**src/rtl/crc32_dn_engine.sv**
```systemverilog
// crc32_dn_engine: Ethernet CRC-32 (reflected 0x04C11DB7) over DATA_W-bit beats
// with an end-beat byte keep mask, a registered FCS and a protocol error pulse.
// Optional macro CRC32_CHECK_EN adds the crc_ok residue-check output.
module crc32_dn_engine #(
  parameter int unsigned DATA_W = 32,
  parameter int unsigned KEEP_W = DATA_W / 8
) (
  input  logic              sys_clk,
  input  logic              sys_rst,
  input  logic [DATA_W-1:0] data,
  input  logic [KEEP_W-1:0] data_keep,
  input  logic              crc_start,
  input  logic              crc_en,
  input  logic              crc_end,
  output logic [31:0]       crc32,
  output logic              crc32_valid,
`ifdef CRC32_CHECK_EN
  output logic              crc_ok,
`endif
  output logic              frame_err
);

  localparam int unsigned CRC_W   = 32;
  localparam logic [CRC_W-1:0] SEED    = 32'hFFFF_FFFF;
  localparam logic [CRC_W-1:0] POLY_R  = 32'hEDB8_8320;
  localparam logic [CRC_W-1:0] RESIDUE = 32'h2144_DF1C;

  // Reject unsupported beat widths at elaboration.
  if (!((DATA_W == 8) || (DATA_W == 16) || (DATA_W == 32) || (DATA_W == 64)) ||
      (KEEP_W != DATA_W / 8)) begin : g_bad_width
    $error("crc32_dn_engine: DATA_W must be 8, 16, 32 or 64 with KEEP_W = DATA_W/8");
  end

  typedef enum logic {ST_IDLE = 1'b0, ST_RUN = 1'b1} state_t;

  state_t             state_q, state_d;
  logic [CRC_W-1:0]   acc_q, acc_d;
  logic [CRC_W-1:0]   crc32_q, crc32_d;
  logic               valid_q, valid_d;
  logic               err_q, err_d;
  logic [CRC_W-1:0]   chain [KEEP_W+1];
  logic [CRC_W-1:0]   end_crc;
  logic               keep_ok;
  logic               accept;
  logic               finish;

  // One reflected CRC-32 byte step, LSB of the byte first.
  function automatic logic [CRC_W-1:0] byte_step(input logic [CRC_W-1:0] c,
                                                 input logic [7:0]       b);
    logic [CRC_W-1:0] r;
    r = c ^ {24'd0, b};
    for (int i = 0; i < 8; i++) begin
      r = r[0] ? ((r >> 1) ^ POLY_R) : (r >> 1);
    end
    return r;
  endfunction

  // Unrolled byte steps over lanes 0..KEEP_W-1, seeded on a start beat.
  always_comb begin
    chain[0] = crc_start ? SEED : acc_q;
    for (int i = 0; i < KEEP_W; i++) begin
      chain[i+1] = byte_step(chain[i], data[8*i +: 8]);
    end
  end

  // Keep-mask legality (contiguous from lane 0, non-zero) and lane-count mux.
  always_comb begin
    keep_ok = 1'b0;
    end_crc = chain[KEEP_W];
    for (int n = 1; n <= KEEP_W; n++) begin
      if (data_keep == KEEP_W'((1 << n) - 1)) begin
        keep_ok = 1'b1;
        end_crc = chain[n];
      end
    end
  end

  // State register.
  always_ff @(posedge sys_clk) begin
    if (sys_rst) state_q <= ST_IDLE;
    else         state_q <= state_d;
  end

  // Next-state logic; a restart in RUN stays in RUN unless it is also the end beat.
  always_comb begin
    state_d = state_q;
    if (crc_en) begin
      case (state_q)
        ST_IDLE: if (crc_start && !crc_end) state_d = ST_RUN;
        ST_RUN:  if (crc_end) state_d = ST_IDLE;
        default: state_d = ST_IDLE;
      endcase
    end
  end

  // Datapath and registered-output next values.
  always_comb begin
    accept  = crc_en && (crc_start || (state_q == ST_RUN));
    finish  = accept && crc_end && keep_ok;
    err_d   = crc_en && ((!crc_start && (state_q == ST_IDLE)) ||
                         (crc_start && (state_q == ST_RUN)) ||
                         (accept && crc_end && !keep_ok));
    valid_d = finish;
    acc_d   = acc_q;
    if (accept) acc_d = crc_end ? SEED : chain[KEEP_W];
    crc32_d = crc32_q;
    if (finish) crc32_d = ~end_crc;
  end

  // Accumulator and output registers.
  always_ff @(posedge sys_clk) begin
    if (sys_rst) begin
      acc_q   <= SEED;
      crc32_q <= '0;
      valid_q <= 1'b0;
      err_q   <= 1'b0;
    end else begin
      acc_q   <= acc_d;
      crc32_q <= crc32_d;
      valid_q <= valid_d;
      err_q   <= err_d;
    end
  end

  assign crc32       = crc32_q;
  assign crc32_valid = valid_q;
  assign frame_err   = err_q;

`ifdef CRC32_CHECK_EN
  logic ok_q, ok_d;

  // Residue compare, captured alongside crc32 and held until the next finish.
  always_comb begin
    ok_d = ok_q;
    if (finish) ok_d = (~end_crc == RESIDUE);
  end

  // crc_ok register.
  always_ff @(posedge sys_clk) begin
    if (sys_rst) ok_q <= 1'b0;
    else         ok_q <= ok_d;
  end

  assign crc_ok = ok_q;
`endif

endmodule

```
**config.mk**
```make
export PLATFORM = sky130hd
export DESIGN_NAME = crc32_dn_engine
export DESIGN_NICKNAME = d
export VERILOG_FILES = /design/src/rtl/crc32_dn_engine.sv
export SDC_FILE = /design/constraint.sdc
export NUM_CORES = 1
export LEC_CHECK = 0
export BUFFER_PORTS_ARGS = -buffer_cell sky130_fd_sc_hd__buf_2
export CAP_MARGIN = 10
export CORE_MARGIN = 1
export CORE_UTILIZATION = 35
export CTS_BUF_LIST = sky130_fd_sc_hd__clkbuf_8
export CTS_CLUSTER_DIAMETER = 30
export DETAILED_ROUTE_END_ITERATION = 7
export PLACE_DENSITY = 0.62
export SYNTH_ARGS = -nofsm -noshare
export SYNTH_HDL_FRONTEND = slang
export SYNTH_SLANG_ARGS = --single-unit
```
**constraint.sdc**
```tcl
create_clock -name sys_clk -period 9.7 [get_ports sys_clk]
set_input_delay 0.485 -clock sys_clk [delete_from_list [all_inputs] [get_ports sys_clk]]
set_output_delay 0.485 -clock sys_clk [all_outputs]
set_load 0.01 [all_outputs]
```
==> impl_metrics.json <==
{
  "outcome": "completed",
  "htreeDepth": 3,
  "hp-class": "in -> reg",
  "rsz0062_at_grt": "no",
  "synth_seq_cells": 67,
  "synthesis.area_um2": 7420,
  "path_cells": "buf_2 > nor2_1 > xnor2_1 > xnor3_1 > xor2_4 > xor2_2 > xor3_1 > xnor3_1 > xor2_2 > xnor2_1 > xnor2_1 > xnor2_1 > o211a_1",
  "avgSynthCellArea_um2": 8.99,
  "ys_seq_area_frac": 0.181,
  "yosysMostFrequentCell": "xnor2_1",
  "ctsHoldBuffers": 0,
  "grt_pass1_wl_mm": 39.4,
  "cp.arrival_ps": 5700,
  "ant_nets": 0,
  "cp_max_fo": 40,
  "cpPeakStageDelay_ps": 860,
  "end_kind": "flip-flop",
  "ctsResizeCount": 0,
  "path_delay_family": "XOR/XNOR gates",
  "worstHoldStart": "crc_end",
  "insertion_delay_ps": 360,
  "cts.sinks": 67,
  "drc": 0,
  "yosysWarnings": 0,
  "synthTopCellsByArea": "xnor2_1 23%, dfxtp_1 18%, xnor3_1 12%, xor2_1 9.0%, nor2_1 4.1%",
  "cts_buffers": 9,
  "die_y_um": 148,
  "drtPass1Iterations": 5,
  "vias": 6282,
  "drt_iter0_drc": 669,
  "crit_buf_inv": 1,
  "nets": 911,
  "totalWireLength_mm": 26.7,
  "fin_crit_sh": 0.561,
  "routabilityCongestion": 1.01,
  "worstSetupPathType": "in -> reg",
  "slew_violations": 0,
  "setup_viol": 0,
  "clock.fmax_mhz": 184,
  "die-area_um2": 21800,
  "worst_slew_pin_slew_ps": 1020,
  "synth_top_cell_by_area": "xnor2_1",
  "rr_startpoint": "acc_q[0]$_SDFFE_PP1P_",
  "ys_async_sr_fraction": 0,
  "grt_usage": 0.250,
  "place_hpwl_mm": 21.1,
  "yosys.cell_types.count": 53,
  "root_buffer": "clkbuf_8",
  "grt_pass1_vias": 6037,
  "crit_start": "crc_start",
  "final_layout_size_suffix_gt1_frac": 0.157,
  "cts_tree": "built",
  "synth_common_cells": "195 x xnor2_1, 82 x nor2_1, 76 x xor2_1, 75 x nand2_1, 67 x dfxtp_1",
  "crit_slowest_cell": "xor3_1",
  "cts_buffer_depth": 2,
  "area.growth.synth_to_final_pct": 11.4,
  "finalSetupTns_ps": 0,
  "yosys_most_used_dff": "dfxtp_1",
  "clock_skew_ps": 10.5,
  "core-area_um2": 20500,
  "antenna_found_initial": 1,
  "postCtsSetupBuffers": 0,
  "avgViaCountPerCell": 5.49,
  "hold_violations": 0,
  "fin_crit_ps": 5440,
  "initial_core_util": 0.362,
  "relSlewSlack": 0.318,
  "synth_enable_flop_cells": 0,
  "die_w_um": 148,
  "max_cap_viol_count": 0,
  "wl_per_cell_um": 23.3,
  "ios": 75,
  "crit_required_ps": 9950,
  "r2r_setup_slack_ps": 4440,
  "synth_top_area_share": 0.230,
  "globalRouteOverflowTotal": 0,
  "num_rows": 52,
  "port_buffers": 74,
  "grt_max_degree": 64,
  "crit_top_cell": "xnor2_1",
  "synth_fp_nets": 867,
  "worst_setup_path_start_kind": "primary input",
  "clk_pin_slew_ps": 80,
  "synth_cells": 825
}
[cells in the final DEF, fill, tap and decap left out, drive strengths merged, types with 5 or more instances in the layout]
cell type	instances
nand3	9
a21oi	43
o211ai	27
mux2i	5
clkbuf	10
xnor3	43
buf	87
a211oi	15
xor3	9
nand2	75
nand2b	7
xor2	86
a221oi	6
nor3	8
nor2	83
inv	5
dfxtp	67
o21ai	36
xnor2	203
[area by class of cell]
cell class	count	area (um2)
Antenna cell	1	2.50
Clock buffer	10	138
Clock inverter	6	136
Fill cell	2102	12200
Inverter	5	18.8
Multi-Input combinational cell	699	5820
Sequential cell	67	1340
Tap cell	270	338
Timing Repair Buffer	87	468
[metrics by stage]
step                      cells  worst slack, ps  utilization  cell area [um2]  hold WS [ps]
after floorplan             825             5270            -             7420           441
after global placement     1128             3950        0.390             7990           427
after detailed placement   1128             3930        0.390             7990           432
after CTS                  1144             4280        0.403             8260           324
after global routing       1144             3930        0.403             8260           323
final                      1145             4260        0.403             8260           326
[worst reg2reg max path, delay by kind of cell (launching register included)]
family	cells	cell delay [ps]
xor gates and xnor gates	10	4150
DFF	1	460
and+or+nand+nor	1	300
AOI/OAI and AO/OA	1	240
[path summary, 6_finish.rpt]
| kind | endpoint | cells after the start |
|---|---|---|
| min reg2reg | crc32[2]$_SDFFE_PP0P_ | 2 |
| max | crc32[19]$_SDFFE_PP0P_ | 13 |
| min | state_q$_SDFFE_PP0P_ | 2 |
| max reg2reg | crc32[19]$_SDFFE_PP0P_ | 12 |
[sequential cells by signal, indices dropped and copies added, names as in the netlist]
| signal | cells |
|---|---|
| crc32_valid | 1 |
| crc32 | 32 |
| frame_err | 1 |
| state_q | 1 |
| acc_q | 32 |
[per-layer routing]
layer | vias up | global-route usage | routed length (um)
li1 | 2866 | - | -
met1 | 3004 | 0.347 | 11700
met2 | 343 | 0.376 | 11400
met3 | 69 | 0.0454 | 2210
met4 | 0 | 0.110 | 1370
met5 | - | 0 | 0
[kinds of logic after synthesis]
| kind of cell | share of synthesized area |
|---|---|
| adders and majority gates | 0.00169 |
| muxes | 0.00978 |
| AOI/OAI and AO/OA | 0.138 |
| and+or+nand+nor | 0.106 |
| xor gates and xnor gates | 0.527 |
| DFF | 0.181 |
| buffers and inverters | 0.0359 |
Power is left out: the tool's default activity adds up to more than one toggle a clock period on the data nets, which glitch-free logic cannot reach.
